<file path="config.mk">
export PLATFORM = sky130hd
export DESIGN_NAME = dma_arbiter
export DESIGN_NICKNAME = d
export VERILOG_FILES = /design/src/rtl/dma_pkg.sv /design/src/rtl/dma_arbiter_rr_pick.sv /design/src/rtl/dma_arbiter.sv
export SDC_FILE = /design/constraint.sdc
export NUM_CORES = 1
export LEC_CHECK = 0
export ABC_AREA = 1
export BUFFER_PORTS_ARGS = -buffer_cell sky130_fd_sc_hd__buf_4
export CORE_AREA = 2 2 146 148
export DETAILED_ROUTE_END_ITERATION = 8
export DIE_AREA = 0 0 148 150
export SETUP_SLACK_MARGIN = 0.15
export SYNTH_ARGS = -nofsm -noshare
export SYNTH_HDL_FRONTEND = slang
export SYNTH_SLANG_ARGS = --single-unit
</file>
<file path="constraint.sdc">
create_clock -name clk -period 2.5 [get_ports clk]
set_input_delay 0.125 -clock clk [delete_from_list [all_inputs] [get_ports clk]]
set_output_delay 0.125 -clock clk [all_outputs]
set_load 0.03 [all_outputs]
</file>
<file path="src/rtl/dma_pkg.sv">
// Shared definitions for the DMA port arbiter.
// Contents: default bus widths, arbiter state encoding, and a helper that
// computes the low bit of requester i's field inside a packed per-requester bus.
package dma_pkg;

    localparam int unsigned DMA_ADDR_W = 26;
    localparam int unsigned DMA_DATA_W = 32;

    typedef enum logic {
        IDLE = 1'b0,
        WAIT = 1'b1
    } arb_state_t;

    // Low bit of field idx in a bus of equally sized fields of the given width
    function automatic int unsigned slice_lo(input int unsigned idx, input int unsigned width);
        return idx * width;
    endfunction

endpackage

</file>
<file path="src/rtl/dma_arbiter_rr_pick.sv">
// Round-robin pick: combinational rotate-then-priority-encode.
// Ports:
//   req         - request vector, one bit per requester
//   last_grant  - index of the most recently served requester
//   grant       - first requesting index scanning upward from last_grant+1 (mod NREQ)
//   grant_valid - at least one request is present
module rr_pick #(
    parameter int unsigned NREQ = 4,
    parameter int unsigned IW   = $clog2(NREQ)
) (
    input  logic [NREQ-1:0] req,
    input  logic [IW-1:0]   last_grant,
    output logic [IW-1:0]   grant,
    output logic            grant_valid
);

    logic [NREQ-1:0] rot;

    // Index reached by stepping off positions past base, wrapping at NREQ
    function automatic logic [IW-1:0] wrap(input logic [IW-1:0] base, input int unsigned off);
        return IW'((32'(base) + off) % NREQ);
    endfunction

    // rot[0] is the requester right after last_grant; the lowest set bit wins
    always_comb begin
        rot   = '0;
        grant = '0;
        for (int unsigned i = 0; i < NREQ; i++) begin
            rot[i] = req[wrap(last_grant, i + 32'd1)];
        end
        for (int i = int'(NREQ) - 1; i >= 0; i--) begin
            if (rot[i]) begin
                grant = wrap(last_grant, 32'(i) + 32'd1);
            end
        end
        grant_valid = |req;
    end

endmodule

</file>
<file path="src/rtl/dma_arbiter.sv">
// Round-robin arbiter sharing one memory DMA port among NREQ masters,
// one transaction outstanding at a time.
// Optional build macro: DMA_ARB_TIMEOUT_EN adds a WAIT watchdog that completes
// a stuck transaction with m_err after TIMEOUT_CYCLES; otherwise m_err stays 0.
// Ports:
//   clk, rst                         - clock, synchronous active-high reset
//   m_req/m_read/m_addr/m_wr_data    - upstream requests (packed per requester)
//   m_ack/m_err/m_rd_data            - upstream completion (registered)
//   s_req/s_read/s_addr/s_wr_data    - downstream request (registered, s_req pulses)
//   s_ack/s_rd_data                  - downstream completion
module dma_arbiter
    import dma_pkg::*;
#(
    parameter int unsigned NREQ           = 4,
    parameter int unsigned ADDR_W         = DMA_ADDR_W,
    parameter int unsigned DATA_W         = DMA_DATA_W,
    parameter int unsigned TIMEOUT_CYCLES = 1024
) (
    input  logic                     clk,
    input  logic                     rst,
    input  logic [NREQ-1:0]          m_req,
    input  logic [NREQ-1:0]          m_read,
    input  logic [NREQ*ADDR_W-1:0]   m_addr,
    input  logic [NREQ*DATA_W-1:0]   m_wr_data,
    output logic [NREQ-1:0]          m_ack,
    output logic [DATA_W-1:0]        m_rd_data,
    output logic [NREQ-1:0]          m_err,
    output logic                     s_req,
    output logic                     s_read,
    output logic [ADDR_W-1:0]        s_addr,
    output logic [DATA_W-1:0]        s_wr_data,
    input  logic                     s_ack,
    input  logic [DATA_W-1:0]        s_rd_data
);

    localparam int unsigned IW = $clog2(NREQ);

    if (NREQ < 2 || NREQ > 8 || TIMEOUT_CYCLES < 2) begin : g_bad_params
        $error("dma_arbiter: NREQ must be 2..8 and TIMEOUT_CYCLES at least 2");
    end

    arb_state_t          state_q, state_d;
    logic [IW-1:0]       last_grant_q, last_grant_d;
    logic [IW-1:0]       grant_q, grant_d;
    logic [IW-1:0]       pick_grant;
    logic                pick_valid;
    logic                sel_read;
    logic [ADDR_W-1:0]   sel_addr;
    logic [DATA_W-1:0]   sel_wdata;
    logic [NREQ-1:0]     m_ack_d, m_err_d;
    logic [DATA_W-1:0]   m_rd_data_d;
    logic                s_req_d, s_read_d;
    logic [ADDR_W-1:0]   s_addr_d;
    logic [DATA_W-1:0]   s_wr_data_d;

`ifdef DMA_ARB_TIMEOUT_EN
    localparam int unsigned CW = $clog2(TIMEOUT_CYCLES);
    logic [CW-1:0]       cnt_q, cnt_d;
`endif

    rr_pick #(
        .NREQ (NREQ),
        .IW   (IW)
    ) u_rr_pick (
        .req         (m_req),
        .last_grant  (last_grant_q),
        .grant       (pick_grant),
        .grant_valid (pick_valid)
    );

    // Operand mux for the requester the picker selected
    always_comb begin
        sel_read  = 1'b0;
        sel_addr  = '0;
        sel_wdata = '0;
        for (int unsigned i = 0; i < NREQ; i++) begin
            if (pick_grant == IW'(i)) begin
                sel_read  = m_read[i];
                sel_addr  = m_addr[slice_lo(i, ADDR_W) +: ADDR_W];
                sel_wdata = m_wr_data[slice_lo(i, DATA_W) +: DATA_W];
            end
        end
    end

    // Next-state and next-output logic
    always_comb begin
        state_d      = state_q;
        last_grant_d = last_grant_q;
        grant_d      = grant_q;
        m_ack_d      = '0;
        m_err_d      = '0;
        m_rd_data_d  = m_rd_data;
        s_req_d      = 1'b0;
        s_read_d     = s_read;
        s_addr_d     = s_addr;
        s_wr_data_d  = s_wr_data;
`ifdef DMA_ARB_TIMEOUT_EN
        cnt_d        = cnt_q;
`endif
        unique case (state_q)
            IDLE: begin
                // While m_ack is out the requester has not yet dropped m_req,
                // so skip sampling for that one cycle to avoid a duplicate grant.
                if (pick_valid && (m_ack == '0)) begin
                    grant_d     = pick_grant;
                    s_req_d     = 1'b1;
                    s_read_d    = sel_read;
                    s_addr_d    = sel_addr;
                    s_wr_data_d = sel_wdata;
                    state_d     = WAIT;
`ifdef DMA_ARB_TIMEOUT_EN
                    cnt_d       = '0;
`endif
                end
            end
            WAIT: begin
                if (s_ack) begin
                    m_ack_d[grant_q] = 1'b1;
                    m_rd_data_d      = s_rd_data;
                    last_grant_d     = grant_q;
                    state_d          = IDLE;
                end
`ifdef DMA_ARB_TIMEOUT_EN
                else if (cnt_q == CW'(TIMEOUT_CYCLES - 1)) begin
                    m_ack_d[grant_q] = 1'b1;
                    m_err_d[grant_q] = 1'b1;
                    m_rd_data_d      = '0;
                    last_grant_d     = grant_q;
                    state_d          = IDLE;
                end else begin
                    cnt_d = cnt_q + CW'(1);
                end
`endif
            end
            default: state_d = IDLE;
        endcase
    end

    // State and output registers
    always_ff @(posedge clk) begin
        if (rst) begin
            state_q      <= IDLE;
            last_grant_q <= IW'(NREQ - 1);
            grant_q      <= '0;
            m_ack        <= '0;
            m_err        <= '0;
            m_rd_data    <= '0;
            s_req        <= 1'b0;
            s_read       <= 1'b0;
            s_addr       <= '0;
            s_wr_data    <= '0;
`ifdef DMA_ARB_TIMEOUT_EN
            cnt_q        <= '0;
`endif
        end else begin
            state_q      <= state_d;
            last_grant_q <= last_grant_d;
            grant_q      <= grant_d;
            m_ack        <= m_ack_d;
            m_err        <= m_err_d;
            m_rd_data    <= m_rd_data_d;
            s_req        <= s_req_d;
            s_read       <= s_read_d;
            s_addr       <= s_addr_d;
            s_wr_data    <= s_wr_data_d;
`ifdef DMA_ARB_TIMEOUT_EN
            cnt_q        <= cnt_d;
`endif
        end
    end

endmodule

</file>
# ---- Yosys cells after proc, flatten, opt, wreduce, memory -nomap -nowiden
# Index checks and enable logic that the tools add are counted.
dict set report op_classes {
  bitwise_logic 2
  n_reduce_logical 9
  eq_ne 3
  muxes 29
  add_sub_neg 4
  magnitude_cmp 6
}
# op n
set op_table {}
lappend op_table {{two-way mux 32 bit} 4}
lappend op_table {{two-way mux 26 bit} 4}
lappend op_table {{less-than comparator 2 x 3 -> 1 bit (second input constant)} 5}
lappend op_table {{two-way mux 1 bit} 11}
lappend op_table {{binary-select mux 1 bit (select 2 bit)} 4}
lappend op_table {{two-way mux 2 bit} 4}
lappend op_table {{adder 2 x 1 -> 2 bit (second input constant)} 2}
lappend op_table {{adder 2 bit (second input constant)} 2}
lappend op_table {{equality test 2 bit (second input constant)} 2}
lappend op_table {{zero test 4 bit} 1}
lappend op_table {{AND reduction 2 bit} 2}
lappend op_table {{OR reduction 4 bit} 1}
lappend op_table {{OR reduction 3 bit} 1}
lappend op_table {{demux 1 bit (select 2 bit)} 1}
lappend op_table {{equality test 2 x 1 -> 1 bit (second input constant)} 1}
lappend op_table {{greater-or-equal comparator 2 x 1 -> 1 bit (second input constant)} 1}
lappend op_table {{logical AND 1 bit} 2}
lappend op_table {{zero test 2 bit} 1}
lappend op_table {{inverter 1 bit} 2}
lappend op_table {{case mux 1 bit (2 select lines)} 1}
lappend op_table {{OR reduction 2 bit} 1}
dict set report word_totals {
  inputBits 275
  out_inout_bits 100
  wordCells 62
  register_bits 101
}

# ---- Longest topological paths before layout
dict set report depth {
  ltp_word 12
  mapped_depth 17
}

# ---- By module
# From an unflattened synthesis, not the netlist that was laid out.
dict set report unflattened {
  cells_unflattened 906
  area_unflattened_um2 5650.4
}
# mod area_each_um2 n_inst seq_area_each_um2 cells_each
set modules_own_cells {}
lappend modules_own_cells {dma_arbiter 5383.9 1 2021.9 855}
lappend modules_own_cells {rr_pick 266.5 1 0.0 51}

# ---- Worst setup path after synthesis
# OpenSTA, ideal clock, no wires.
dict set report synth_timing {
  path_type {register -> register}
  from {reg last_grant_q[0]}
  to {reg s_wr_data[27]}
  stages_incl_launch_ff 17
  n_path_buf 3
  t_arrival_ns 1.631
  path_slack_ns 0.737
  required_ns 2.368
  setup_ns 0.132
  cell_sequence {dfxtp_1 > buf_6 > inv_4 > nand2_1 > nand2_2 > nand2_4 > nand2_1 > inv_2 > nand2_1 > nand2_2 > nand2_4 > buf_6 > buf_2 > o21ai_0 > nand3_1 > nand2_1 > a21oi_1}
}
dict set report synth_between {
  elab_chain_len 12
}
# element line_no
set synth_lines {}
lappend synth_lines {{from (decl)} dma_arbiter.sv:43} ;# logic [IW-1:0] last_grant_q, last_grant_d;
lappend synth_lines {{from (signal assigned)} dma_arbiter.sv:143} ;# last_grant_q <= IW'(NREQ - 1);
lappend synth_lines {{from (signal assigned)} dma_arbiter.sv:157} ;# last_grant_q <= last_grant_d;
lappend synth_lines {{adder 2 x 1 -> 2 bit} dma_arbiter_rr_pick.sv:21} ;# return IW'((32'(base) + off) % NREQ);
lappend synth_lines {{binary-select mux 1 bit (select 2 bit)} dma_arbiter_rr_pick.sv:29} ;# rot[i] = req[wrap(last_grant, i + 32'd1)];
lappend synth_lines {{two-way mux 1 bit (implied by the code)} dma_arbiter_rr_pick.sv:29}
lappend synth_lines {{two-way mux 2 bit (3 in series)} dma_arbiter_rr_pick.sv:32} ;# if (rot[i]) begin
lappend synth_lines {{two-way mux 2 bit (*)} dma_arbiter_rr_pick.sv:32}
lappend synth_lines {{zero test 2 bit} dma_arbiter.sv:77} ;# if (pick_grant == IW'(i)) begin
lappend synth_lines {{two-way mux 32 bit (3 in series)} dma_arbiter.sv:77}
lappend synth_lines {{two-way mux 32 bit (*)} dma_arbiter.sv:77}
lappend synth_lines {{to (signal assigned)} dma_arbiter.sv:165} ;# s_wr_data <= s_wr_data_d;
lappend synth_lines {{to (decl)} dma_arbiter.sv:31} ;# output logic [DATA_W-1:0] s_wr_data,
# Mark *: on every way between the ends. The rest lies on a longest branch, timed or not. The select of a mux whose other input is x is not followed.
# A chain may end at the register's enable or synchronous reset.

# ---- Final worst setup path
dict set report layout_timing {
  from {reg last_grant_q[0]}
  to {reg s_wr_data[1]}
}
# Same word-level chain as after synthesis.

==> metrics <==
Peak Freq=between 400 and 500 MHz; initial detailed-routing violation count=around 310; final hold violations=0; Tcrit/Tclk final=86.6%; max-slew violation count=0; count of state elements after synthesis=101; Worst R2R Path Depth=16; clock root buffer master=clkbuf_16; Core ar.=0.0207 sq mm; Req. time, crit path=2.78 ns; # port buffers=370; syn avg cell area=6.14 sq um; final setup fails=0; Max FO, Critical Path=26; sequential-to-total area share from yosys stat=34.9%; Site Rows=53; Area Growth Syn to Fin=57.9%; TritonCTS clock tree=built; largest net degree at the start of global routing=66; detailed-route via count=7,272; Flop pwr share=30.0%; GRT Util Overall=21.4%; postcts setup bufs=0; GPL Wtd Cong=0.884; area share of the largest cell type after synthesis=34.9%; Worst-Margin Slew=0.816 ns; Final #Nets=1,550; internal power=0.00384 W; Clock power frac=between 20% and 30%; clock insertion delay at the later pin of the skew report=0.36 ns; die area=0.0222 sq mm; Inserted Diodes=0; Yosys Warn Count=0; most common cell in the netlist=nand2_1; Net Sw Frac=43.2%; cell leakage power=4.72 nW; PD cells=738 mW/mm^2; DR pass1 iterations=5; Worst-path clk slew=0.08 ns; cell area after layout=0.00915 sq mm; WP data arrival=2.44 ns; global-route wire length before repair=37,000 um; Logic pwr share=about half; HP Class=in2reg; Fin Setup TNS=0 ns; height of the die=150 um; slew margin rel.=45.6%; worst setup margin=0.334 ns; width of the chip=148 um; initial antenna violation count=0; Post-synth EDFFs=0; Startpoint Class=register; Synth area leaders=dfxtp_1, nand2_1, nand3_1; post-synthesis cell area=slightly below 0.006 sq mm; placed instance area=0.00882 sq mm; CTS Buffer Depth=2; clock period minus final worst setup slack=2.17 ns; Synth top cells by count=nand2_1, inv_1, dfxtp_1, nand3_1, o21ai_0; Post-Syn Instances=943; layout cells sized above 1=33.1%; area leader, netlist=dfxtp_1; Hold Crit Depth=3; Most used DFF post-synth=dfxtp_1; Final Skew=0.0115 ns; DRC errors left=0; FFs w/ async S/R, synth=0%; GRT overflow=0; P_sw=between 0.002 and 0.003 W; clock sink count=approximately 100; WL final=24,500 um; H-tree Lvls=3; dpl hpwl=18,600 um; Final Util=44.2%; vias in the first global route=6,944; CTS Buf Count=9; Post-DRT Antenna Nets=0; wire length per cell=between 15 and 20 um; via/cell ratio=roughly 4.7; Netlist cell types=28; initial core utilization=28.0%; crit end category=register; IO Pins=375; worst vdd ir=about 0.0003 V; Max-Cap Viols=0; critical path class=reg2reg; total power=between 0.006 and 0.007 W; status=finished clean; pre-CTS setup slack=approximately 0.24 ns; RSZ-0062 raised after global routing=yes
[placed cells by master (no fill, tap or decap), types with 9 or more instances in the layout]
cell,Yosys,final
buf_4,7,382
nand2_1,229,229
inv_1,115,115
nand3_1,101,101
o21ai_0,101,101
dfxtp_1,101,100
a21oi_1,70,70
nor2_1,68,67
o21ai_1,30,30
nand4_1,29,29
clkbuf_16,0,9
[cell type report]
| cell class | instances | area (sq um) |
|---|---|---|
| multi-input combinational | 651 | 3000 |
| inverter | 121 | 457 |
| timing repair buffer | 391 | 3030 |
| clock inverter | 7 | 75.1 |
| fill | 2316 | 11500 |
| clock buffer | 9 | 225 |
| sequential | 101 | 2020 |
| tap | 275 | 344 |
[power groups by stage]
| stage | Sequential [W] | Clock [W] | Combinational (W) |
|---|---|---|---|
| 5_1_grt | 0.00206 | 0.00156 | 0.00362 |
| 2_1_floorplan | 0.00254 | 0 | 0.00152 |
| 6_report | 0.00203 | 0.00145 | 0.00328 |
| 3_3_place_gp | 0.00206 | 0 | 0.00326 |
| 3_5_place_dp | 0.00207 | 0 | 0.00329 |
| 4_1_cts | 0.00203 | 0.00151 | 0.00329 |
[metal layers]
metal	part of all wire [%]	routed length, um	GRT usage [%]	vias to the layer above
li1	-	-	-	3700
met1	40	9700	24.9	3233
met2	50	12200	37.8	297
met3	7.7	1900	5.37	42
met4	2.8	699	8.10	0
met5	0	0	0	-
[critical path, cell delays in order, from the launching register on]
cell     delay, ns
dfxtp_2       0.38
inv_4         0.11
nand2_1       0.06
nand2_1       0.10
nand2_1       0.08
nand2_1       0.07
inv_2         0.04
nand3_2       0.14
nand2_8       0.15
inv_2         0.30
buf_12        0.22
nand2_1       0.07
nand2_1       0.07
nand3_1       0.08
nand2_1       0.06
nand2_1       0.04
a21oi_1       0.12
[metrics by stage]
| stage | std cells | hold slack, ns |
|---|---|---|
| 2_1_floorplan | 946 | 0.288 |
| 3_3_place_gp | 1538 | 0.377 |
| 3_5_place_dp | 1538 | 0.383 |
| 4_1_cts | 1555 | 0.00159 |
| 5_1_grt | 1555 | 0.00349 |
| 6_report | 1555 | 0.0192 |
[repair_timing]
action / CTS / global route
endpoints found under the setup margin: 0 / 58
hold buffers: 1 / 0
resized for setup: 0 / 4
endpoints found under the hold margin: 1 / 0
[kinds of logic (layout without fill, tap and decap cells)]
kind of cell	Yosys count	in the layout	share of synthesized area, %
AND/OR/NAND/NOR	442	442	33.1
AO/OA/AOI/OAI	205	205	17.9
buffers and inverters	194	528	14.0
flip-flops	101	101	34.9
other	1	4	0.0647
[sequential cells by signal (all words and copies together) (netlist names)]
register / cells
last_grant_q: 2
m_ack: 4
state_q: 1
s_read: 1
s_wr_data: 32
s_addr: 26
m_rd_data: 32
grant_q: 2
s_req: 1
[path summary, 6_finish.rpt]
kind	start	endpoint	slack, ns
max	last_grant_q[0]$_SDFFE_PP1P_	s_wr_data[1]$_SDFFE_PP0P_	0.33
max reg2reg	last_grant_q[0]$_SDFFE_PP1P_	s_wr_data[1]$_SDFFE_PP0P_	0.33
min reg2reg	grant_q[1]$_SDFFE_PP0P_	m_ack[0]$_SDFF_PP0_	0.46
min	s_rd_data[13]	m_rd_data[13]$_SDFFE_PP0P_	0.02
No activity file was read; power rests on OpenSTA's default activity.
